--- config.mk ---
export PLATFORM = sky130hd
export DESIGN_NAME = buzzer_driver
export DESIGN_NICKNAME = d
export VERILOG_FILES = /design/src/rtl/buzzer_pkg.sv /design/src/rtl/buzzer_tick_gen.sv /design/src/rtl/buzzer_driver.sv
export SDC_FILE = /design/constraint.sdc
export NUM_CORES = 1
export LEC_CHECK = 0
export CAP_MARGIN = 40
export CORE_ASPECT_RATIO = 0.7
export CORE_MARGIN = 2
export CORE_UTILIZATION = 33
export CTS_BUF_LIST = sky130_fd_sc_hd__clkbuf_2 sky130_fd_sc_hd__clkbuf_4 sky130_fd_sc_hd__clkbuf_8
export CTS_CLUSTER_SIZE = 24
export DETAILED_ROUTE_END_ITERATION = 8
export GPL_TIMING_DRIVEN = 0
export PLACE_DENSITY_LB_ADDON = 0.12
export SYNTH_ARGS = -nofsm -noshare
export SYNTH_HDL_FRONTEND = slang
export SYNTH_SLANG_ARGS = --single-unit
--- constraint.sdc ---
create_clock -name iClk -period 6.9 [get_ports iClk]
set_input_delay 1.035 -clock iClk [delete_from_list [all_inputs] [get_ports iClk]]
set_output_delay 1.035 -clock iClk [all_outputs]
set_load 0.005 [all_outputs]
--- src/rtl/buzzer_pkg.sv ---
// Shared types and constants for the buzzer tone generator.
package buzzer_pkg;

  typedef enum logic [1:0] {
    IDLE = 2'd0,
    HIGH = 2'd1,
    LOW  = 2'd2
  } state_t;

  localparam int PERIOD_W   = 13;
  localparam int MIN_PERIOD = 2;
  localparam int US_PER_S   = 1_000_000;

  // Counter width for a divide-by-div prescaler, never narrower than one bit.
  function automatic int cnt_width(input int div);
    return (div > 1) ? $clog2(div) : 1;
  endfunction

endpackage

--- src/rtl/buzzer_tick_gen.sv ---
// Prescaler producing a one-cycle tick every DIV enabled clock cycles.
// Held at zero while disabled so each tone starts on a fresh tick boundary.
module buzzer_tick_gen
  import buzzer_pkg::*;
#(
  parameter int DIV = 100
) (
  input  logic clk,
  input  logic rst,
  input  logic clr,
  input  logic en,
  output logic tick
);

  localparam int               CNT_W = cnt_width(DIV);
  localparam logic [CNT_W-1:0] LAST  = CNT_W'(DIV - 1);

  logic [CNT_W-1:0] cnt;

  // Count 0..DIV-1 while enabled, wrap on the tick, otherwise hold at zero.
  always_ff @(posedge clk) begin
    if (rst || clr || !en) begin
      cnt <= '0;
    end else if (cnt == LAST) begin
      cnt <= '0;
    end else begin
      cnt <= cnt + CNT_W'(1);
    end
  end

  assign tick = en && (cnt == LAST);

endmodule

--- src/rtl/buzzer_driver.sv ---
// Square-wave buzzer driver: plays a tone whose period is given in
// microseconds, retuning only at period boundaries so the output never glitches.
module buzzer_driver
  import buzzer_pkg::*;
#(
  parameter int CLK_HZ = 100_000_000
) (
  input  logic                iClk,
  input  logic                iReset,
  input  logic                iEnable,
  input  logic [PERIOD_W-1:0] iPeriod,
  output logic                oBuzzer,
  output logic                oBusy,
  output logic                oCycleDone
);

  localparam int TICK_DIV = CLK_HZ / US_PER_S;

  state_t              state;
  state_t              state_next;
  logic [PERIOD_W-1:0] period;
  logic [PERIOD_W-1:0] hi;
  logic [PERIOD_W-1:0] lo;
  logic [PERIOD_W-1:0] us_cnt;
  logic                tick;
  logic                tone_valid;
  logic                phase_end;
  logic                load;
  logic                tick_clr;
  logic                tick_en;

  assign tone_valid = iEnable && (iPeriod >= PERIOD_W'(MIN_PERIOD));

  // Odd periods put the extra microsecond in the LOW phase.
  assign hi = period >> 1;
  assign lo = period - hi;

  // A new period is captured when a tone starts or when a LOW phase completes
  // and the request is still valid; mid-period iPeriod changes are ignored.
  assign load = tone_valid &&
                ((state == IDLE) || ((state == LOW) && phase_end));

  assign tick_en  = (state != IDLE);
  assign tick_clr = (state == IDLE) && tone_valid;

  buzzer_tick_gen #(
    .DIV (TICK_DIV)
  ) u_tick_gen (
    .clk  (iClk),
    .rst  (iReset),
    .clr  (tick_clr),
    .en   (tick_en),
    .tick (tick)
  );

  // Detect the final tick of the current HIGH or LOW phase.
  always_comb begin
    phase_end = 1'b0;
    case (state)
      HIGH:    phase_end = tick && (us_cnt == hi - PERIOD_W'(1));
      LOW:     phase_end = tick && (us_cnt == lo - PERIOD_W'(1));
      default: phase_end = 1'b0;
    endcase
  end

  // State register.
  always_ff @(posedge iClk) begin
    if (iReset) begin
      state <= IDLE;
    end else begin
      state <= state_next;
    end
  end

  // Next-state logic; a dropped enable always wins over a phase change.
  always_comb begin
    state_next = state;
    case (state)
      IDLE: begin
        if (tone_valid) state_next = HIGH;
      end
      HIGH: begin
        if (!iEnable)       state_next = IDLE;
        else if (phase_end) state_next = LOW;
      end
      LOW: begin
        if (!iEnable)       state_next = IDLE;
        else if (phase_end) state_next = tone_valid ? HIGH : IDLE;
      end
      default: state_next = IDLE;
    endcase
  end

  // Outputs decoded from the current state; the period-complete pulse is
  // suppressed while reset is asserted.
  always_comb begin
    oBuzzer    = (state == HIGH);
    oBusy      = (state != IDLE);
    oCycleDone = (state == LOW) && phase_end && !iReset;
  end

  // Latched tone period.
  always_ff @(posedge iClk) begin
    if (iReset) begin
      period <= '0;
    end else if (load) begin
      period <= iPeriod;
    end
  end

  // Microsecond counter within the current phase.
  always_ff @(posedge iClk) begin
    if (iReset || (state == IDLE)) begin
      us_cnt <= '0;
    end else if (tick) begin
      us_cnt <= phase_end ? '0 : us_cnt + PERIOD_W'(1);
    end
  end

endmodule

; ---- Yosys cells after proc, flatten, opt, wreduce, memory -nomap -nowiden
; Cells that the tools add are included.
[word_totals]
wordCells = 45
output_inout_bits = 3
input_bits = 16
register_bits = 35
[classes]
n_addsub = 5
eq_ne = 8
n_mux = 9
n_lt_le_gt_ge = 1
n_reduce_logical = 18
[op_table]
columns = cell, count
row1 = $eq A13 B13 Y1, 2
row2 = $add A13 B1 Y13 const B, 1
row3 = $ge A13 B2 Y1 const B, 1
row4 = $mux W13, 1
row5 = $sub A12 B1 Y13 const B, 1
row6 = $sub A13 B1 Y13 const B, 1
row7 = $sub A13 B12 Y13, 1
row8 = $mux W2, 5
row9 = $logic_and A1 B1 Y1, 8
row10 = $add A7 B1 Y7 const B, 1
row11 = $eq A7 B7 Y1 const B, 1
row12 = $pmux W2 S3, 1
row13 = $logic_or A1 B1 Y1, 4
row14 = $ne A3 B2 Y1 const B, 1
row15 = $ne A3 B3 Y1 const B, 1
row16 = $reduce_and A3 Y1, 1
row17 = $eq A2 B1 Y1 const B, 1
row18 = $eq A2 B2 Y1 const B, 1
row19 = $logic_not A1 Y1, 2
row20 = $logic_not A2 Y1, 1
row21 = $ne A2 B2 Y1 const B, 1
row22 = $pmux W1 S2, 1
row23 = $reduce_bool A2 Y1, 1
row24 = $reduce_or A2 Y1, 1
row25 = $mux W1, 1

; ---- Logic depth before layout (Yosys ltp)
; Gate-level depths: netlist of the first run.
[logic_depth]
ltp_word = 8
mapped_depth = 16
depth_no_buf = 13

; ---- Cells and area by module
; A second synthesis of the first run with hierarchy kept.
[hier_totals]
hier_cells = 466
area_unflattened_um2 = 3602.2
[by_module_without_submodules]
columns = mod, seq_area_each_um2, n_inst, area_per_inst_um2, cells_each
row1 = buzzer_driver, 560.5, 1, 3313.2, 435
row2 = buzzer_tick_gen, 140.1, 1, 289.0, 31

; ---- Worst setup path before layout of the first run
; OpenSTA, ideal clock, no wires.
[synth_path]
path_kind = register -> output
from = register period[1]
to = output oCycleDone
path_slack_ps = 2683
path_buffers = 0
stages_incl_launch_ff = 13
required_time_ps = 5865
arrival_time_ps = 3182
cell_sequence = dfxtp_1 > inv_1 > ha_1 > fa_1 > nor2b_2 > o311ai_0 > a2111oi_0 > nor3b_1 > xnor2_1 > or4_1 > nor3_1 > nand4_1 > nor4b_1
[synth_between]
elab_chain_len = 7
word_cells_on_any_way = 10
classes_between = add/sub: 3 / eq/ne: 2 / mux: 1 / reduce/logical: 4
[synth_rtl]
columns = item, line_no
row1 = "start, declared", buzzer_driver.sv:21  ; logic [PERIOD_W-1:0] period;
row2 = "start signal, assigned", buzzer_driver.sv:107  ; period <= iPeriod;
row3 = $sub A13 B12 Y13, buzzer_driver.sv:36  ; assign lo = period - hi;
row4 = $sub A13 B1 Y13, buzzer_driver.sv:61  ; LOW: phase_end = tick && (us_cnt == lo - PERIOD_W'(1));
row5 = $eq A13 B13 Y1, buzzer_driver.sv:61
row6 = $logic_and A1 B1 Y1, buzzer_driver.sv:61
row7 = $pmux W1 S2 *, buzzer_driver.sv:59  ; case (state)
row8 = $logic_and A1 B1 Y1 * (2 in a row), buzzer_driver.sv:99  ; oCycleDone = (state == LOW) && phase_end && !iReset;
row9 = "end, declared", buzzer_driver.sv:14  ; output logic oCycleDone
; Every way passes the cells marked *; elsewhere a longest branch is shown, timed or not.

; ---- Worst setup path in the final report of the first run
; Ends and elaborated chain as after synthesis.

==> metrics.csv, run 1 <==
stage,metric,value,unit
logic_synthesis,"count leader, synth",nor2_1,
timing,clock period minus worst slack,5.93,ns
floorplan,Cell Rows,29,
min_path,min-delay worst type,reg -> reg,
logic_synthesis,syn_nets,421,
logic_synthesis,Syn Inst Count,373,
logic_synthesis,"Seq/Total Area, Yosys",23.3,%
timing,max-slew headroom at the worst pin,43.1,%
power_and_ir_drop,Pwr Density,178,mW/mm2
timing,clock skew,0.00478,ns
finish,Layout area overhead,14.3,%
finish,# diodes,0,
critical_path,r2r endpoint,period[4],
critical_path,type of origin of the critical path,flip-flop,
clock_tree,Worst-path clk slew,0.08,ns
critical_path,WP data required,5.86,ns
routing,WL/cell,14.3,um
grt,vias in the first global route,2433,
floorplan,initial core utilization,33.6,%
min_path,Worst Hold End,u_tick_gen.cnt[0],
logic_synthesis,Seq cells post-synth,35,
routing,Final ANT Viol Nets,0,
clock_tree,post-CTS setup buffer count,0,
timing,"Hold Vio Cnt, Final",0,
logic_synthesis,Syn Area/Cell,8.07,um2
finish,number of fill cells,937,
clock_tree,clock sink count,35,
timing,Least-Margin Pin Slew,0.843,ns
routing,Routed WL,7.46,mm
finish,final core occ,38.4,%
logic_synthesis,fraction of post-synthesis cell area in the top cell type by area,23.3,%
grt,largest net degree at the start of global routing,12,
placed_design,GPL Wtd Cong,0.848,
finish,Layout Cells excl Fill,522,
grt,first-pass GRT wire length,12.3,mm
logic_synthesis,share of synthesized flip-flops with an asynchronous set or reset,0,%
job,Max Cap Viol,0,
placed_design,post-placement cell count,514,
power_and_ir_drop,Max VDD drop,0.0000736,V
logic_synthesis,post-synthesis cell type count,62,
floorplan,Core Region,0.00896,mm2
floorplan,Die Y,83.9,um
status,status,finished clean,
grt,initial antenna violation count,0,
placed_design,cell area after placement,0.00333,mm2
finish,layout cell share with drive strength beyond 1,7.04,%
finish,final net count,445,
logic_synthesis,"top cells by area, synth","dfxtp_1, ha_1, xnor2_1",
critical_path,WS Path Type,reg -> out,
clock_tree,Num CTS Buffers,5,
critical_path,Worst R2R Path Depth,15,
critical_path,critical-path maximum fanout,8,
critical_path,Worst Path Arrival,4.89,ns
logic_synthesis,Post-synth top cells,"nor2_1, dfxtp_1, ha_1, inv_1, xnor2_1",
min_path,worst hold path stage count,1,
critical_path,"setup slack, reg-to-reg",2.49,ns
clock_tree,clk buf depth,2,
logic_synthesis,Post-synth EDFFs,0,
timing,RSZ-0062 raised after global routing,false,
clock_tree,CTS tree,yes,
grt,total global routing overflow,0,
timing,count of pins over their slew limit,0,
clock_tree,htree depth,2,
floorplan,Die Footprint,0.00991,mm2
timing,period utilization,85.9,%
routing,DR pass1 iterations,5,
clock_tree,post-cts sizing count,0,
critical_path,Setup crit end kind,output pin,
grt,total track usage,15.5,%
timing,fmax,0.169,GHz
logic_synthesis,top_reg_cell synth,dfxtp_1,
clock_tree,CTS root buf,clkbuf_8,
timing,post-route setup TNS,0,ns
floorplan,IO Pins,19,
power_and_ir_drop,Lkg Pwr,1.30,nW
routing,via density per instance,5.00,
routing,DR iter-0 viols,147,
placed_design,Buffers on Ports,17,
floorplan,Die W,118,um
critical_path,R2R Path Start,period[1],
timing,final setup fails,0,
min_path,hold wc startpoint,u_tick_gen.cnt[0],
logic_synthesis,synth warn,0,
placed_design,Post-DP HPWL,6.07,mm
finish,final instance area,0.00344,mm2
clock_tree,number of hold buffers added after cts,0,
logic_synthesis,Synth Cell Area,0.00301,mm2
clock_tree,worst skew pair latency,0.28,ns
logic_synthesis,Synth area leader,dfxtp_1,
routing,total number of vias,2612,
routing,DRC viols,0,
-- cell usage in the layout (no fill, tap or decap), types with 7 or more instances in the layout --
cell type	instances
xor2_1	14
nor2b_1	9
xnor2_1	24
nand2_1	21
a31oi_1	7
mux2i_1	14
dfxtp_1	35
nand3_1	12
clkbuf_8	7
o21ai_0	13
clkdlybuf4s50_1	17
inv_1	24
nor2_1	50
ha_1	31
nor4_1	7
nand4_1	9
nand2b_1	7
-- report_power, final --
group / total, mW / internal (mW) / switching, mW / leakage [nW]
clock network: 0.169 / 0.0909 / 0.0783 / 0.0505
logic: 0.223 / 0.0982 / 0.125 / 0.967
registers: 0.220 / 0.209 / 0.0105 / 0.285
total: 0.612 / 0.398 / 0.214 / 1.30
-- cell type report --
type / instances / area (um2) / share of cell area (%)
Buffer: 11 / 56.3 / 1.64
Clock buffer: 7 / 96.3 / 2.80
Clock inverter: 1 / 7.51 / 0.218
Inverter: 25 / 93.8 / 2.73
Multi-Input combinational cell: 302 / 2160 / 62.8
Sequential cell: 35 / 701 / 20.4
Tap cell: 124 / 155 / 4.51
Timing Repair Buffer: 17 / 170 / 4.95
-- worst max path at each step --
stage | end | slack (ns) | depth (start not counted) | startpoint
finish | oCycleDone | 0.97 | 13 | period[1]
global route | oCycleDone | 0.67 | 13 | period[1]
CTS | oCycleDone | 1.02 | 13 | period[1]
detailed placement | oCycleDone | 1.38 | 13 | period[1]
global placement | oCycleDone | 1.35 | 13 | period[1]
floorplan | oCycleDone | 2.68 | 12 | period[1]
-- cells by family (layout without fill, tap and decap cells) --
| group | after synthesis | in the layout | share of synthesized area, % |
|---|---|---|---|
| DFF | 35 | 35 | 23.3 |
| xor gates and xnor gates | 39 | 39 | 11.6 |
| AOI/OAI and AO/OA | 53 | 53 | 11.8 |
| adders and majority gates | 32 | 32 | 13.6 |
| muxes | 14 | 14 | 4.66 |
| buffers and inverters | 36 | 61 | 4.99 |
| and+or+nand+nor | 164 | 164 | 30.1 |
-- metal layers --
metal  global-route usage [%]  wire length, um
met3                     2.53              435
met2                     21.0             2780
met4                     2.41               22
met1                     25.2             4230
met5                        0                0
-- flip-flops by register name, indices dropped and copies added, names as in the netlist --
| signal | flops |
|---|---|
| state | 2 |
| us_cnt | 13 |
| u_tick_gen.cnt | 7 |
| period | 13 |
-- through the flow --
step | total power, mW | worst slack, ns | hold slack, ns
finish | 0.612 | 0.974 | 0.452
global route | 0.656 | 0.673 | 0.485
CTS | 0.619 | 1.02 | 0.457
detailed placement | 0.445 | 1.38 | 0.440
global placement | 0.445 | 1.35 | 0.441
floorplan | 0.388 | 2.68 | 0.418
-- critical path, stage by stage, from the launching register on --
cell	delay (ns)
dfxtp_1	0.52
inv_1	0.11
ha_1	0.22
fa_1	0.41
nor2b_2	0.20
o311ai_0	0.71
a2111oi_0	0.24
nor3b_1	0.33
xnor2_1	0.17
or4_1	0.42
nor3_1	0.25
nand4_1	0.11
nor4b_1	0.34
clkdlybuf4s50_1	0.58
No activity file was read; power rests on OpenSTA's default activity.
==> run 2, diff against run 1 <==
--- a/config.mk
+++ b/config.mk
@@ -6,7 +6,7 @@
 export NUM_CORES = 1
 export LEC_CHECK = 0
 export CAP_MARGIN = 40
-export CORE_ASPECT_RATIO = 0.7
+export CORE_ASPECT_RATIO = 1.25
 export CORE_MARGIN = 2
 export CORE_UTILIZATION = 33
 export CTS_BUF_LIST = sky130_fd_sc_hd__clkbuf_2 sky130_fd_sc_hd__clkbuf_4 sky130_fd_sc_hd__clkbuf_8
@@ -14,6 +14,7 @@
 export DETAILED_ROUTE_END_ITERATION = 8
 export GPL_TIMING_DRIVEN = 0
 export PLACE_DENSITY_LB_ADDON = 0.12
+export REMOVE_ABC_BUFFERS = 1
 export SYNTH_ARGS = -nofsm -noshare
 export SYNTH_HDL_FRONTEND = slang
 export SYNTH_SLANG_ARGS = --single-unit
==> constraint.sdc (replaced) <==
create_clock -name iClk -period 5.3 [get_ports iClk]
set_input_delay 0.795 -clock iClk [delete_from_list [all_inputs] [get_ports iClk]]
set_output_delay 0.795 -clock iClk [all_outputs]
set_load 0.005 [all_outputs]
==> run 2 against run 1 <==
Against the previous run:
- non-clock buffer count shrank 9
- sequential power grew 29%
- critical path depth is the same
- die area is essentially flat
- cell area shrank 0.62%
- first-iteration DRC count shrank 59%
- setup slack lost 0.66 ns
- clock power grew 19%
- largest power group unchanged
- critical endpoint unchanged
- utilization grew 0.48 points
- routed wire length shrank 5.4%
- critical path type unchanged
==> metrics.csv, run 2 (synthesis results as in run 1) <==
stage,metric,value,unit,change
critical_path,"Cell Chain, Critical Path",inv_1 > ha_1 > fa_1 > nor2b_2 > o311ai_4 > a2111oi_0 > nor3b_1 > xnor2_1 > or4_1 > nor3_1 > nand4_1 > nor4b_2 > clkdlybuf4s50_1,,
timing,max-slew headroom at the worst pin,45.8,%,+2.7 points
critical_path,CP bufs+invs,2,,unchanged
finish,"commonest cells after routing, fill and taps aside","nor2_1, dfxtp_1, ha_1, inv_1, xnor2_1",,
critical_path,Crit-path slowest cell,clkdlybuf4s50_1,,
routing,total number of vias,2601,,-0.42%
power_and_ir_drop,Pwr Density,227,mW/mm2,+27%
timing,final setup fails,0,,unchanged
grt,met2 GRT Util,25.1,%,+4.2 points
critical_path,"setup slack, reg-to-reg",1.25,ns,-1.24 ns
clock_tree,worst skew pair latency,0.30,ns,+0.02 ns
floorplan,Die W,89.4,um,-24%
critical_path,WS Path Type,reg -> out,,
min_path,hold wc startpoint,u_tick_gen.cnt[0],,
timing,RSZ-0062 raised after global routing,false,,
routing,via density per instance,5.11,,+2.1%
critical_path,r2r endpoint,period[9],,
min_path,Worst Hold End,u_tick_gen.cnt[0],,
routing,DRC viols,0,,unchanged
grt,initial antenna violation count,0,,unchanged
power_and_ir_drop,Lkg Pwr,1.27,nW,-2.6%
timing,clock period minus worst slack,4.99,ns,
critical_path,WP data required,4.51,ns,-1.35 ns
power_and_ir_drop,Max VDD drop,0.000100,V,+36%
grt,busiest grt layer,met2,,
routing,DR pass1 iterations,4,,-1
finish,"commonest non-fill, non-tap cell in the layout",nor2_1,,
critical_path,Setup crit end kind,output pin,,
clock_tree,clock sink count,35,,unchanged
floorplan,Core Region,0.00880,mm2,-1.9%
power_and_ir_drop,Comb pwr share,37.6,%,+1.1 points
floorplan,Die Y,111,um,+32%
timing,fmax,0.200,GHz,
finish,# diodes,0,,unchanged
critical_path,critical-path maximum fanout,8,,unchanged
min_path,worst hold path stage count,1,,unchanged
power_and_ir_drop,sequential power share,36.6,%,+0.7 points
timing,period utilization,94.1,%,
critical_path,Worst Path Arrival,4.19,ns,-0.70 ns
floorplan,Die Footprint,0.00990,mm2,about the same
grt,vias in the first global route,2484,,+2.1%
power_and_ir_drop,switching fraction of total power,36.4,%,+1.5 points
critical_path,Worst R2R Path Depth,13,,-2
grt,first-pass GRT wire length,12.0,mm,-3.0%
timing,Least-Margin Pin Slew,0.810,ns,-0.0327 ns
clock_tree,htree depth,2,,unchanged
clock_tree,clk buf depth,2,,unchanged
placed_design,cell area after placement,0.00330,mm2,-1.1%
timing,clock skew,0.0167,ns,+0.0120 ns
job,Max Cap Viol,0,,unchanged
routing,Final ANT Viol Nets,0,,unchanged
grt,total track usage,15.1,%,-0.36 points
clock_tree,Worst-path clk slew,0.09,ns,about the same
status,status,finished clean,,
critical_path,R2R Path Start,period[1],,
timing,count of pins over their slew limit,0,,unchanged
power_and_ir_drop,Clock power frac,25.9,%,-1.8 points
critical_path,"CP delay by family, top",simple AND/OR/NAND/NOR gates,,
routing,Routed WL,7.06,mm,-5.4%
placed_design,Buffers on Ports,18,,+1
timing,"Hold Vio Cnt, Final",0,,unchanged
routing,WL/cell,13.9,um,-3.0%
grt,met3 Use GR,2.16,%,-0.37 points
finish,final net count,436,,-2.0%
clock_tree,CTS tree,yes,,
placed_design,Post-DP HPWL,5.69,mm,-6.1%
finish,Layout area overhead,13.6,%,
clock_tree,post-CTS setup buffer count,0,,unchanged
finish,final instance area,0.00342,mm2,-0.62%
finish,registers with the most flip-flops,"period (13), us_cnt (13), u_tick_gen.cnt (7)",,
grt,M1 GR Usage,19.5,%,-5.7 points
routing,DR iter-0 viols,61,,-59%
timing,Hold WS,0.453,ns,+0.00118 ns
power_and_ir_drop,P_int,0.493,mW,+24%
finish,layout cell share with drive strength beyond 1,6.68,%,-0.35 points
critical_path,CP peak stage delay,0.55,ns,-0.16 ns
grt,largest net degree at the start of global routing,28,,+16
floorplan,IO Pins,19,,unchanged
timing,post-route setup TNS,0,ns,unchanged
min_path,min-delay worst type,reg -> reg,,
power_and_ir_drop,NetSw,0.283,mW,+32%
placed_design,GPL Wtd Cong,0.817,,-3.6%
floorplan,Cell Rows,38,,+31%
floorplan,initial core utilization,34.2,%,+0.64 points
clock_tree,CTS root buf,clkbuf_8,,
critical_path,type of origin of the critical path,flip-flop,,
clock_tree,Num CTS Buffers,5,,unchanged
grt,total global routing overflow,0,,unchanged
==> run 2: cell count changes in the layout (fill, tap and decap cells not counted), sizes merged <==
cell	change
buf	-8
clkbuf	-4
clkdlybuf4s50	+1
clkinv	+1
clkinvlp	+1
==> run 2: final cells by class <==
type	instances	area (um2)
fillers	919	5380
clock inverters	3	20.0
multi-input cells	302	2190
inverters	25	93.8
repair buffers	19	195
flip-flops and latches	35	702
well taps	120	150
clock buffers	5	68.8
==> run 2: worst max-delay path by stage <==
stage | startpoint | end | slack (ns) | cells past startpoint
floorplan | period[1] | oCycleDone | 1.32 | 12
global placement | period[1] | oCycleDone | -0.03 | 13
detailed placement | period[1] | oCycleDone | -0.04 | 13
CTS | period[1] | oCycleDone | 0.10 | 13
global route | period[1] | oCycleDone | 0.06 | 13
finish | period[1] | oCycleDone | 0.31 | 13
==> run 2: power groups by stage <==
stage               Clock, mW  Sequential (mW)  Combinational, mW
finish                  0.201            0.283              0.291
global route            0.218            0.285              0.328
CTS                     0.209            0.284              0.289
detailed placement          0            0.290              0.286
global placement            0            0.289              0.285
floorplan                   0            0.286              0.214
==> run 2: metal layers <==
layer | vias up | share of wire [%]
met3 | 8 | 2.2
met2 | 37 | 51
met5 | - | 0
met1 | 1206 | 45
li1 | 1350 | -
met4 | 0 | 2.0
==> run 2: per-stage QoR <==
stage | util (%) | instances | setup slack [ns] | power (mW)
final | 38.8 | 509 | 0.310 | 0.775
after global routing | 38.8 | 509 | 0.0633 | 0.832
after CTS | 38.6 | 509 | 0.100 | 0.782
after detailed placement | 37.5 | 501 | -0.0442 | 0.576
after global placement | 37.3 | 500 | -0.0263 | 0.574
after floorplan | - | 362 | 1.32 | 0.501
==> run 2: timing repair <==
action	4_1_cts	5_1_grt
hold buffers	0	0
gates cloned	0	0
gates resized for setup	3	3
setup endpoints to repair	1	1
pin swaps	0	1
==> run 3, diff against run 2 <==
--- a/config.mk
+++ b/config.mk
@@ -17,4 +17,5 @@
 export REMOVE_ABC_BUFFERS = 1
 export SYNTH_ARGS = -nofsm -noshare
 export SYNTH_HDL_FRONTEND = slang
+export SYNTH_HIERARCHICAL = 1
 export SYNTH_SLANG_ARGS = --single-unit
==> run 3 against run 2 <==
Against the previous run:
- combinational power increased by 150%
- first-iteration DRC count increased to 3.0 times the previous value
- synthesized cell count increased by 25%
- synthesized area increased by 20%
==> metrics.csv, run 3 <==
stage,metric,value,unit,change
clock_tree,clock sink count,35,,unchanged
routing,Routed WL,9.58,mm,+36%
clock_tree,worst skew pair latency,0.29,ns,about the same
clock_tree,CTS tree,yes,,
logic_synthesis,"top cells by area, synth","dfxtp_1, ha_1, nor2_1",,
timing,max-slew headroom at the worst pin,40.8,%,-5.0 points
floorplan,Cell Rows,42,,+11%
power_and_ir_drop,Max VDD drop,0.000167,V,+67%
logic_synthesis,"count leader, synth",nor2_1,,
critical_path,Crit-path slowest cell,clkdlybuf4s50_1,,
finish,"commonest non-fill, non-tap cell in the layout",nor2_1,,
status,status,finished clean,,
finish,# diodes,0,,unchanged
finish,storage element area,704,um2,+0.36%
grt,total global routing overflow,0,,unchanged
finish,number of fill cells,1133,,+23%
logic_synthesis,Seq cells post-synth,35,,unchanged
logic_synthesis,Post-synth EDFFs,0,,unchanged
logic_synthesis,"Seq/Total Area, Yosys",19.5,%,-3.8 points
routing,DR pass1 iterations,6,,+2
power_and_ir_drop,NetSw,0.544,mW,+92%
timing,clock period minus worst slack,5.10,ns,+0.114 ns
critical_path,R2R Path Start,period[1],,
finish,final net count,524,,+20%
power_and_ir_drop,Lkg Pwr,1.46,nW,+15%
routing,total number of vias,3287,,+26%
placed_design,Post-DP HPWL,7.48,mm,+31%
timing,count of pins over their slew limit,0,,unchanged
min_path,hold wc startpoint,u_tick_gen/cnt[0],,
critical_path,Worst R2R Path Depth,13,,unchanged
power_and_ir_drop,Comb pwr share,54.4,%,+17 points
power_and_ir_drop,total power,1.32,mW,+70%
critical_path,WS Path Type,reg -> out,,
placed_design,Buffers on Ports,18,,unchanged
floorplan,IO Pins,19,,unchanged
logic_synthesis,top_reg_cell synth,dfxtp_1,,
critical_path,CP bufs+invs,2,,unchanged
floorplan,Core Region,0.0106,mm2,+21%
power_and_ir_drop,P_int,0.778,mW,+58%
min_path,min-delay worst type,reg -> reg,,
logic_synthesis,Syn Area/Cell,7.73,um2,-4.2%
timing,Least-Margin Pin Slew,0.885,ns,+0.0750 ns
floorplan,Die Y,121,um,+9.1%
clock_tree,Worst-path clk slew,0.07,ns,-0.02 ns
floorplan,Die Footprint,0.0118,mm2,+19%
timing,RSZ-0062 raised after global routing,false,,
critical_path,Setup crit end kind,output pin,,
timing,clock skew,0.00390,ns,-0.0128 ns
routing,via density per instance,5.40,,+5.6%
finish,"commonest cells after routing, fill and taps aside","nor2_1, nand2_1, dfxtp_1, ha_1, inv_1",,
power_and_ir_drop,sequential power share,23.1,%,-13 points
placed_design,GPL Wtd Cong,0.786,,-3.8%
critical_path,type of origin of the critical path,flip-flop,,
timing,"Hold Vio Cnt, Final",0,,unchanged
routing,WL/cell,15.7,um,+13%
power_and_ir_drop,Clock power frac,22.5,%,-3.4 points
critical_path,WP data required,4.51,ns,about the same
critical_path,"Cell Chain, Critical Path",inv_1 > ha_1 > fa_1 > nor2b_1 > o311ai_2 > and2_4 > nor2_1 > a2111o_1 > or4_1 > or4_1 > nor3_2 > clkdlybuf4s50_1,,
grt,initial antenna violation count,0,,unchanged
finish,final core occ,38.6,%,-0.25 points
routing,DRC viols,0,,unchanged
finish,Layout area overhead,13.8,%,
floorplan,Die W,97.5,um,+9.0%
logic_synthesis,fraction of post-synthesis cell area in the top cell type by area,19.5,%,-3.8 points
clock_tree,Num CTS Buffers,5,,unchanged
logic_synthesis,Synth area leader,dfxtp_1,,
critical_path,Worst Path Arrival,4.31,ns,+0.12 ns
grt,vias in the first global route,3105,,+25%
critical_path,"setup slack, reg-to-reg",0.91,ns,-0.34 ns
power_and_ir_drop,Pwr Density,323,mW/mm2,+42%
routing,Final ANT Viol Nets,0,,unchanged
logic_synthesis,share of synthesized flip-flops with an asynchronous set or reset,0,%,unchanged
floorplan,initial core utilization,33.9,%,-0.28 points
timing,fmax,0.196,GHz,-2.2%
job,Max Cap Viol,0,,unchanged
logic_synthesis,Post-synth top cells,"nor2_1, nand2_1, dfxtp_1, ha_1, inv_1",,
clock_tree,clk buf depth,2,,unchanged
timing,post-route setup TNS,0,ns,unchanged
critical_path,CP peak stage delay,0.53,ns,-0.02 ns
clock_tree,htree depth,2,,unchanged
finish,multi-input logic area,0.00269,mm2,+23%
clock_tree,CTS root buf,clkbuf_8,,
routing,DR iter-0 viols,181,,+200%
critical_path,Worst path most repeated cell,or4_1,,
grt,largest net degree at the start of global routing,33,,+18%
critical_path,"CP delay by family, top",simple AND/OR/NAND/NOR gates,,
min_path,worst hold path stage count,1,,unchanged
placed_design,cell area after placement,0.00383,mm2,+16%
timing,period utilization,96.3,%,+2.2 points
critical_path,critical-path maximum fanout,7,,-1
grt,first-pass GRT wire length,15.8,mm,+32%
logic_synthesis,Syn Inst Count,466,,+25%
logic_synthesis,Synth Cell Area,0.00360,mm2,+20%
finish,registers with the most flip-flops,"period (13), us_cnt (13), u_tick_gen/cnt (7)",,
power_and_ir_drop,switching fraction of total power,41.1,%,+4.7 points
finish,final instance area,0.00410,mm2,+20%
logic_synthesis,post-synthesis cell type count,76,,+23%
grt,total track usage,16.6,%,+1.4 points
min_path,Worst Hold End,u_tick_gen/cnt[0],,
finish,layout cell share with drive strength beyond 1,10.3,%,+3.6 points
timing,final setup fails,0,,unchanged
logic_synthesis,synth warn,6,,+6
critical_path,r2r endpoint,state[0],,
## run 3: final cells by class
type | count | area share (%)
clock buffer | 6 | 1.86
clock inverter | 2 | 1.47
inverter | 29 | 2.75
multi-input combinational | 376 | 65.7
sequential | 35 | 17.2
tap | 132 | 4.03
timing repair buffer | 28 | 6.84
timing repair inverter | 1 | 0.122
## run 3: how the worst max path moves through the flow
stage	endpoint	cells past startpoint	slack, ns	from
5_1_grt	oCycleDone	12	0.02	period[1]
6_report	oCycleDone	12	0.20	period[1]
3_3_place_gp	oCycleDone	12	-0.58	state[0]
3_5_place_dp	oCycleDone	13	-0.13	state[0]
2_1_floorplan	oCycleDone	12	1.08	state[0]
4_1_cts	oCycleDone	13	0.06	state[0]
## run 3: cells by family after synthesis
group / Yosys count / synth area share (%)
XOR/XNOR: 33 / 8.02
multiplexers: 8 / 2.26
AND/OR/NAND/NOR: 207 / 30.3
adder cells (fa/ha/maj): 32 / 11.3
buffers and inverters: 55 / 7.15
AO/OA/AOI/OAI: 96 / 21.5
flip-flops: 35 / 19.5
## run 3: through the flow
step                      setup slack, ns  instances  hold slack [ns]
after floorplan                      1.08        440            0.418
after global placement             -0.582        590            0.431
after detailed placement           -0.134        593            0.443
after CTS                          0.0558        603            0.457
after global routing               0.0224        609            0.501
final                               0.196        609            0.449
## run 3: metal layers
metal,routed length (um),GRT usage (%),vias to the layer above
met3,228,2.02,17
li1,-,-,1681
met5,0,0,-
met2,4640,28.8,44
met4,265,6.77,0
met1,4450,20.7,1545
## run 3: power groups by stage
stage	Clock, mW	Combinational [mW]	Sequential, mW
after detailed placement	0	0.695	0.311
after global routing	0.319	0.792	0.309
final	0.298	0.719	0.306
after floorplan	0	0.524	0.305
after global placement	0	0.688	0.311
after CTS	0.310	0.713	0.305
## run 3: timing repair
| action | in CTS | in global routing |
|---|---|---|
| gates resized for setup | 8 | 4 |
| pin swaps | 1 | 2 |
| hold buffers | 0 | 0 |
| buffers inserted | 1 | 6 |
| cloned | 1 | 0 |
| endpoints found under the setup margin | 1 | 1 |
